--- config.mk ---
export PLATFORM = sky130hd
export DESIGN_NAME = ram_window_reader_flat
export DESIGN_NICKNAME = d
export VERILOG_FILES = /design/src/rtl/ram_window_reader_pkg.sv /design/src/rtl/ram_window_reader_if.sv /design/src/rtl/ram_window_reader_pix_fifo2.sv /design/src/rtl/ram_window_reader.sv /design/src/flat_wrapper.sv
export SDC_FILE = /design/constraint.sdc
export NUM_CORES = 1
export LEC_CHECK = 0
export ABC_AREA = 1
export CAP_MARGIN = 0
export CORE_UTILIZATION = 57
export DETAILED_ROUTE_END_ITERATION = 8
export DONT_BUFFER_PORTS = 1
export GPL_TIMING_DRIVEN = 0
export PLACE_DENSITY = 0.73
export SYNTH_ARGS = -nofsm -noshare
export SYNTH_HDL_FRONTEND = slang
export SYNTH_SLANG_ARGS = --single-unit
--- constraint.sdc ---
create_clock -name clk -period 2.5 [get_ports clk]
set_input_delay 0.375 -clock clk [delete_from_list [all_inputs] [get_ports clk]]
set_output_delay 0.375 -clock clk [all_outputs]
set_load 0.03 [all_outputs]
--- src/rtl/ram_window_reader_pkg.sv ---
// Shared types and default geometry for the ipgu pixel RAM window reader.
package ram_window_reader_pkg;

    // Defaults shared with the pixel RAM and the window consumer.
    localparam int unsigned DEF_DATA_WIDTH = 8;
    localparam int unsigned DEF_DEPTH_X    = 300;
    localparam int unsigned DEF_DEPTH_Y    = 300;
    localparam int unsigned DEF_WIN_W      = 20;
    localparam int unsigned DEF_WIN_H      = 20;

    typedef enum logic [1:0] {
        StIdle,
        StIssue,
        StDrain
    } state_e;

    // Counter width that stays at least 1 bit for tiny ranges.
    function automatic int unsigned clog2_min1(input int unsigned n);
        return (n <= 2) ? 1 : $clog2(n);
    endfunction

endpackage

--- src/rtl/ram_window_reader_if.sv ---
// RAM read port plus the valid/ready pixel stream of the window reader.
interface ram_window_reader_if
    import ram_window_reader_pkg::*;
#(
    parameter int unsigned DATA_WIDTH   = DEF_DATA_WIDTH,
    parameter int unsigned ADDR_WIDTH_X = $clog2(DEF_DEPTH_X),
    parameter int unsigned ADDR_WIDTH_Y = $clog2(DEF_DEPTH_Y)
);
    logic [ADDR_WIDTH_Y+ADDR_WIDTH_X-1:0] ram_addr;
    logic                                 ram_cs;
    logic                                 ram_we;
    logic [DATA_WIDTH-1:0]                ram_rdData;
    logic [DATA_WIDTH-1:0]                pix_data;
    logic                                 pix_valid;
    logic                                 pix_ready;
    logic                                 pix_last;

    // Reader side: drives the RAM port and the pixel stream.
    modport master (
        output ram_addr, ram_cs, ram_we,
        input  ram_rdData,
        output pix_data, pix_valid, pix_last,
        input  pix_ready
    );

    // Environment side: RAM and downstream consumer.
    modport slave (
        input  ram_addr, ram_cs, ram_we,
        output ram_rdData,
        input  pix_data, pix_valid, pix_last,
        output pix_ready
    );

endinterface

--- src/rtl/ram_window_reader_pix_fifo2.sv ---
// Two-entry FIFO holding {last, pixel} words between the RAM and the stream.
module ram_window_reader_pix_fifo2
    import ram_window_reader_pkg::*;
#(
    parameter int unsigned WIDTH = DEF_DATA_WIDTH + 1
) (
    input  logic             clk,
    input  logic             rst,
    input  logic             push,
    input  logic [WIDTH-1:0] wdata,
    input  logic             pop,
    output logic [WIDTH-1:0] rdata,
    output logic [1:0]       count
);

    logic [WIDTH-1:0] mem_q [2];
    logic             wr_ptr_q;
    logic             rd_ptr_q;
    logic [1:0]       cnt_q;

    // Storage, pointers and occupancy; storage is cleared so reset outputs read 0.
    always_ff @(posedge clk or posedge rst) begin
        if (rst) begin
            mem_q[0] <= '0;
            mem_q[1] <= '0;
            wr_ptr_q <= 1'b0;
            rd_ptr_q <= 1'b0;
            cnt_q    <= 2'd0;
        end else begin
            if (push) begin
                mem_q[wr_ptr_q] <= wdata;
                wr_ptr_q        <= ~wr_ptr_q;
            end
            if (pop) begin
                rd_ptr_q <= ~rd_ptr_q;
            end
            case ({push, pop})
                2'b10:   cnt_q <= cnt_q + 2'd1;
                2'b01:   cnt_q <= cnt_q - 2'd1;
                default: cnt_q <= cnt_q;
            endcase
        end
    end

    assign rdata = mem_q[rd_ptr_q];
    assign count = cnt_q;

endmodule

--- src/rtl/ram_window_reader.sv ---
// Reads a WIN_W x WIN_H window from the pixel RAM in raster order and streams it out.
module ram_window_reader
    import ram_window_reader_pkg::*;
#(
    parameter int unsigned DATA_WIDTH   = DEF_DATA_WIDTH,
    parameter int unsigned DEPTH_X      = DEF_DEPTH_X,
    parameter int unsigned DEPTH_Y      = DEF_DEPTH_Y,
    parameter int unsigned ADDR_WIDTH_X = $clog2(DEPTH_X),
    parameter int unsigned ADDR_WIDTH_Y = $clog2(DEPTH_Y),
    parameter int unsigned WIN_W        = DEF_WIN_W,
    parameter int unsigned WIN_H        = DEF_WIN_H
) (
    input  logic                    clk,
    input  logic                    rst,
    input  logic                    start,
    input  logic [ADDR_WIDTH_X-1:0] org_x,
    input  logic [ADDR_WIDTH_Y-1:0] org_y,
    output logic                    busy,
    output logic                    done,
    output logic                    err,
    ram_window_reader_if.master     bus
);

    localparam int unsigned NPIX  = WIN_W * WIN_H;
    localparam int unsigned COL_W = clog2_min1(WIN_W);
    localparam int unsigned ROW_W = clog2_min1(WIN_H);
    localparam int unsigned CNT_W = clog2_min1(NPIX);

    state_e                  state_q;
    logic [ADDR_WIDTH_X-1:0] org_x_q;
    logic [ADDR_WIDTH_X-1:0] addr_x_q;
    logic [ADDR_WIDTH_Y-1:0] addr_y_q;
    logic [COL_W-1:0]        col_q;
    logic [ROW_W-1:0]        row_q;
    logic [CNT_W-1:0]        xfer_q;
    logic                    inflight_q;
    logic                    last_inflight_q;

    logic [1:0]              fifo_cnt;
    logic [DATA_WIDTH:0]     fifo_rdata;
    logic                    pop;
    logic [2:0]              occ_after;
    logic                    issue;
    logic                    last_issue;
    logic [ADDR_WIDTH_X:0]   sum_x;
    logic [ADDR_WIDTH_Y:0]   sum_y;
    logic                    in_bounds;

    // Credit: a read may go out only if its data is guaranteed a FIFO slot.
    always_comb begin
        pop        = bus.pix_valid & bus.pix_ready;
        occ_after  = {1'b0, fifo_cnt} + {2'b00, inflight_q} - {2'b00, pop};
        issue      = (state_q == StIssue) && (occ_after < 3'd2);
        last_issue = issue && (col_q == COL_W'(WIN_W - 1)) && (row_q == ROW_W'(WIN_H - 1));
    end

    // Bounds check with one spare bit so the sum cannot wrap.
    always_comb begin
        sum_x     = {1'b0, org_x} + (ADDR_WIDTH_X + 1)'(WIN_W);
        sum_y     = {1'b0, org_y} + (ADDR_WIDTH_Y + 1)'(WIN_H);
        in_bounds = (sum_x <= (ADDR_WIDTH_X + 1)'(DEPTH_X)) &&
                    (sum_y <= (ADDR_WIDTH_Y + 1)'(DEPTH_Y));
    end

    // Control FSM: start acceptance, raster address walk, handshake count, done/err pulses.
    always_ff @(posedge clk or posedge rst) begin
        if (rst) begin
            state_q         <= StIdle;
            org_x_q         <= '0;
            addr_x_q        <= '0;
            addr_y_q        <= '0;
            col_q           <= '0;
            row_q           <= '0;
            xfer_q          <= '0;
            inflight_q      <= 1'b0;
            last_inflight_q <= 1'b0;
            busy            <= 1'b0;
            done            <= 1'b0;
            err             <= 1'b0;
        end else begin
            done            <= 1'b0;
            err             <= 1'b0;
            inflight_q      <= issue;
            last_inflight_q <= last_issue;
            if (pop) begin
                xfer_q <= xfer_q + CNT_W'(1);
            end
            case (state_q)
                StIdle: begin
                    if (start) begin
                        if (in_bounds) begin
                            org_x_q  <= org_x;
                            addr_x_q <= org_x;
                            addr_y_q <= org_y;
                            col_q    <= '0;
                            row_q    <= '0;
                            xfer_q   <= '0;
                            busy     <= 1'b1;
                            state_q  <= StIssue;
                        end else begin
                            err <= 1'b1;
                        end
                    end
                end
                StIssue: begin
                    if (issue) begin
                        // The final address stays on ram_addr through the drain.
                        if (last_issue) begin
                            state_q <= StDrain;
                        end else if (col_q == COL_W'(WIN_W - 1)) begin
                            col_q    <= '0;
                            row_q    <= row_q + ROW_W'(1);
                            addr_x_q <= org_x_q;
                            addr_y_q <= addr_y_q + ADDR_WIDTH_Y'(1);
                        end else begin
                            col_q    <= col_q + COL_W'(1);
                            addr_x_q <= addr_x_q + ADDR_WIDTH_X'(1);
                        end
                    end
                end
                StDrain: begin
                    // Popping the tagged final pixel implies the buffer and pipe are empty.
                    if (pop && fifo_rdata[DATA_WIDTH]) begin
                        done    <= 1'b1;
                        busy    <= 1'b0;
                        state_q <= StIdle;
                    end
                end
                default: state_q <= StIdle;
            endcase
        end
    end

    ram_window_reader_pix_fifo2 #(
        .WIDTH (DATA_WIDTH + 1)
    ) u_fifo (
        .clk   (clk),
        .rst   (rst),
        .push  (inflight_q),
        .wdata ({last_inflight_q, bus.ram_rdData}),
        .pop   (pop),
        .rdata (fifo_rdata),
        .count (fifo_cnt)
    );

    assign bus.ram_cs    = issue;
    assign bus.ram_we    = 1'b0;
    assign bus.ram_addr  = {addr_y_q, addr_x_q};
    assign bus.pix_valid = (fifo_cnt != 2'd0);
    assign bus.pix_data  = fifo_rdata[DATA_WIDTH-1:0];
    assign bus.pix_last  = bus.pix_valid && (xfer_q == CNT_W'(NPIX - 1));

endmodule

--- src/flat_wrapper.sv ---
// flat-port wrapper written by rule: the top's interface ports become plain ports
module ram_window_reader_flat import ram_window_reader_pkg::*;
#(
    parameter int unsigned DATA_WIDTH   = DEF_DATA_WIDTH,
    parameter int unsigned DEPTH_X      = DEF_DEPTH_X,
    parameter int unsigned DEPTH_Y      = DEF_DEPTH_Y,
    parameter int unsigned ADDR_WIDTH_X = $clog2(DEPTH_X),
    parameter int unsigned ADDR_WIDTH_Y = $clog2(DEPTH_Y),
    parameter int unsigned WIN_W        = DEF_WIN_W,
    parameter int unsigned WIN_H        = DEF_WIN_H
)
  (clk, rst, start, org_x, org_y, busy, done, err, bus_ram_addr, bus_ram_cs, bus_ram_we, bus_ram_rdData, bus_pix_data, bus_pix_valid, bus_pix_last, bus_pix_ready);
  ram_window_reader_if #(.DATA_WIDTH(DATA_WIDTH), .ADDR_WIDTH_X(ADDR_WIDTH_X), .ADDR_WIDTH_Y(ADDR_WIDTH_Y)) bus_i ();
  input  logic clk;
  input  logic rst;
  input  logic start;
  input  logic [ADDR_WIDTH_X-1:0] org_x;
  input  logic [ADDR_WIDTH_Y-1:0] org_y;
  output logic busy;
  output logic done;
  output logic err;
  output wire logic [$bits(bus_i.ram_addr)-1:0] bus_ram_addr;
  output wire logic [$bits(bus_i.ram_cs)-1:0] bus_ram_cs;
  output wire logic [$bits(bus_i.ram_we)-1:0] bus_ram_we;
  input wire logic [$bits(bus_i.ram_rdData)-1:0] bus_ram_rdData;
  output wire logic [$bits(bus_i.pix_data)-1:0] bus_pix_data;
  output wire logic [$bits(bus_i.pix_valid)-1:0] bus_pix_valid;
  output wire logic [$bits(bus_i.pix_last)-1:0] bus_pix_last;
  input wire logic [$bits(bus_i.pix_ready)-1:0] bus_pix_ready;
  assign bus_ram_addr = bus_i.ram_addr;
  assign bus_ram_cs = bus_i.ram_cs;
  assign bus_ram_we = bus_i.ram_we;
  assign bus_i.ram_rdData = bus_ram_rdData;
  assign bus_pix_data = bus_i.pix_data;
  assign bus_pix_valid = bus_i.pix_valid;
  assign bus_pix_last = bus_i.pix_last;
  assign bus_i.pix_ready = bus_pix_ready;
  ram_window_reader #(.DATA_WIDTH(DATA_WIDTH), .DEPTH_X(DEPTH_X), .DEPTH_Y(DEPTH_Y), .ADDR_WIDTH_X(ADDR_WIDTH_X), .ADDR_WIDTH_Y(ADDR_WIDTH_Y), .WIN_W(WIN_W), .WIN_H(WIN_H)) u_core (.clk(clk), .rst(rst), .start(start), .org_x(org_x), .org_y(org_y), .busy(busy), .done(done), .err(err), .bus(bus_i));
endmodule
==> results.md <==
* Slack of the worst reg-to-reg path at -0.16 ns
* Total overflow reported by the global router at 0
* Largest driver fanout on the critical path at 5
* R2r startpoint: u_core.u_fifo.count[0]
* Sequential share of the synthesized area at 45.17%
* Drt wl/cell at 13.70 um
* Element type at the critical path start: flop
* Run status: complete, but fails checks
* Max clock buf depth at 2
* Highest attainable clock frequency at 375.6 MHz
* Worst-case hold path end point: u_core.err
* Core region area at 6907 sq um
* Die footprint at 7635 sq um
* Cell depth of the worst flop-to-flop path at 17
* Routability congestion estimate from global placement at 0.8643
* Via count of the routed design at 3698
* Number of global-route vias before repair at 3460
* Initial Utilization at 60.16%
* Worst hold-check path type: in -> reg
* Total wire length at 9701 um
* # port buffers at 0
* Clock input transition at the sequential cells of the worst setup and hold paths at 0.09 ns
* Flip-flop and latch count after synthesis at 75
* Pins Over Slew Limit at 0
* Cell family contributing the most delay on the critical path: simple AND/OR/NAND/NOR gates
* Synth cell types at 30
* DRC errors left at 0
* CTS Buf Count at 9
* Layout net count at 643
* Fin Hold WS at 0.1229 ns
* First-pass GRT wire length at 16050 um
* Setup WS post-layout at -0.1622 ns
* TritonRoute pass-1 iters at 4
* Type of the worst setup path: reg -> reg
* Predominant post-synthesis flop cell: dfrtp_1
* Clock latency on the worst-skew pair at 0.35 ns
* Clock tree from TritonCTS: done
* Die span in x at 87.38 um
* Critical path buffer and inverter count at 4
* Leakage power total at 2.529 nW
* YS warnings at 0
* Failing checks: negative setup slack
* Start point of the worst hold path: start
* Number of enable flip-flop cells after synthesis at 0
* Count of maximum capacitance violations at 0
* Number of diodes added for antenna fixing at 0
* Final-layout fill cell count at 619
* Maximum number of pins on one net before global-route repair at 61
* Cells after Synth at 581
* Worst Skew at 0.008378 ns
* Total power draw at 0.006018 W
* Hpwl dp at 6580 um
* Number of nets produced by synthesis at 617
* CP endpoint kind: flop
* Reg-to-reg endpoint: u_core.col_q[2]
* Drt initial violations at 163
* Root buffer cell: clkbuf_8
* Global-route total usage across every layer at 27.26%
* Worst voltage drop across the vdd grid at 0.6455 mV
* Antenna-violating nets left at 0
* Total setup violations reported at the end of the flow at 29
* Final Critical Period at 2.662 ns
* Power density of the placed cells at 1273 nW/um^2
* Area added between synthesis and finish at 13.79%
* Portion of the clock cycle consumed by the worst path in the final layout at 106.5%
* Depth of the worst hold-timing path at 2
* CP max-delay cell: fa_1
* Async set-reset flop share out of synthesis at 100.0%
* Post-Syn Area per Cell at 7.152 sq um
* Cells traversed along the worst timing path: nor2_4 > nor2_4 > buf_6 > nor2_4 > or2_4 > nand2_2 > fa_1 > nand3_2 > nor2_4 > nand2_2 > nand2_2 > inv_4 > nand2_4 > buf_4 > buf_12 > nand2_2 > o21ai_2
* Number of vias per cell after detailed routing at 5.223
* Endpoint required time on the critical path at 2.77 ns
* Worst setup startpoint: u_core.u_fifo.count[0]
* Number of rows created at floorplan at 30
* Number of levels in the clock H-tree at 3
* Fin. Hold Viols at 0
* Antenna violations before repair at 0
* Fraction of layout instances using a drive strength above 1 at 12.25%
* Relative slew slack at 38.14%
* Data arrival, critical path at 2.94 ns
* Number of placed I/O pins at 63
* RSZ-0062 raised after global routing: true
* Delay of the slowest cell on the worst path at 0.53 ns
* Cell area after synthesis at 4155 sq um
* Die Span Y at 87.38 um
* Slew @ Worst Pin at 0.9208 ns
* Clock tree sinks at 75
[cells by family (layout without fill, tap and decap cells)]
logic type,Yosys count,count (layout),share of synthesized area [%]
simple gates,345,345,34.84
buf+inv,86,117,8.371
flops,75,75,45.17
compound gates,53,53,6.384
xor+xnor,15,15,3.162
fa+ha+maj,6,6,1.987
other cells,1,1,0.09025
[power breakdown]
| group | switching [W] | leakage (nW) | internal (W) | total (W) |
|---|---|---|---|---|
| Sequential | 0.000674 | 0.952 | 0.00168 | 0.00235 |
| Clock | 0.000486 | 0.103 | 0.000497 | 0.000983 |
| Combinational | 0.00170 | 1.47 | 0.000984 | 0.00268 |
[worst max-delay path by stage]
stage                             end  slack (ns)  cells past startpoint
2_1_floorplan      u_core.addr_x_q[5]       -0.11                     17
3_3_place_gp   u_core.u_fifo.count[1]       -0.84                      1
3_5_place_dp       u_core.addr_x_q[8]       -0.44                     17
4_1_cts            u_core.addr_x_q[6]       -0.17                     17
5_1_grt            u_core.addr_x_q[7]       -0.26                     17
6_report              u_core.col_q[2]       -0.16                     17
[repair_timing]
item,4_1_cts,5_1_grt
pin swaps,11,9
endpoints found under the hold margin,15,0
buffers inserted,11,2
resized for setup,18,3
gates cloned,1,0
hold buffers,1,0
endpoints found under the setup margin,30,29
[cell usage after synthesis, drive strengths merged, types with 4 or more instances]
cell type,n,area share [%]
o21ai,49,5.9
nand2,240,22
nor2,44,4.6
nor3,5,0.60
ha,5,1.5
a21oi,4,0.48
nand4,22,3.3
inv,67,6.1
xor2,12,2.5
dfrtp,75,45
nand3,27,3.4
clkbuf,7,0.63
or2,4,0.60
buf,11,1.6
[stage by stage]
| stage | worst slack (ns) | utilization [%] | std cells | area (sq um) | setup TNS (ns) |
|---|---|---|---|---|---|
| floorplan | -0.1052 | - | 581 | 4185 | -1.663 |
| global placement | -0.8420 | 62.34 | 677 | 4305 | -54.52 |
| detailed placement | -0.4390 | 62.77 | 678 | 4335 | -10.32 |
| CTS | -0.1650 | 68.51 | 707 | 4732 | -3.411 |
| global route | -0.2608 | 68.46 | 708 | 4728 | -6.340 |
| finish | -0.1622 | 68.46 | 708 | 4728 | -3.232 |
[metal layers]
layer | wire (um) | GRT usage, % | part of all wire [%]
met5 | 0 | 0 | 0
met4 | 68 | 8.793 | 0.70
met3 | 532 | 5.213 | 5.5
met2 | 4727 | 44.32 | 49
met1 | 4373 | 36.82 | 45
[registers in the layout (all words and copies together), names as in the netlist]
signal	cells
u_core.u_fifo.wr_ptr_q	1
u_core.row_q	5
u_core.busy	1
u_core.u_fifo.count	2
u_core.col_q	5
u_core.done	1
u_core.xfer_q	9
u_core.inflight_q	1
u_core.state_q	2
u_core.last_inflight_q	1
u_core.u_fifo.rd_ptr_q	1
u_core.addr_x_q	9
u_core.err	1
u_core.org_x_q	9
u_core.addr_y_q	9
u_core.u_fifo.mem_q	18
[worst register-to-register path, cell delays in order (launching register included)]
cell and delay [ns]:
dfrtp_2 0.43, nor2_4 0.14, nor2_4 0.07, buf_6 0.12
nor2_4 0.08, or2_4 0.13, nand2_2 0.04, fa_1 0.53
nand3_2 0.09, nor2_4 0.30, nand2_2 0.11, nand2_2 0.09
inv_4 0.05, nand2_4 0.08, buf_4 0.13, buf_12 0.11
nand2_2 0.06, o21ai_2 0.06
[cells in the final DEF (no fill, tap or decap), types with 3 or more instances in the layout]
cell,instances
xor2_1,12
inv_1,59
nand2_2,8
o21ai_0,43
clkbuf_8,10
buf_4,12
buf_6,3
clkbuf_1,7
nor2_4,6
nand4_1,22
dfrtp_1,73
xnor2_1,3
clkinv_4,3
o21ai_2,4
ha_1,5
nand3_1,25
nor3_1,5
or2_2,3
buf_2,5
nand2_1,231
nor2_1,37
inv_2,5
a21oi_1,4
[area by class of cell]
class	count	area, sq um	area share (%)
Multi-Input combinational cell	420	1996	42.21
Sequential cell	75	1879	39.75
Inverter	68	267.8	5.663
Timing Repair Buffer	15	151.4	3.202
Clock buffer	10	137.6	2.911
Tap cell	96	120.1	2.540
Buffer	18	103.9	2.196
Clock inverter	6	72.57	1.535
No activity file was read; power rests on OpenSTA's default activity.
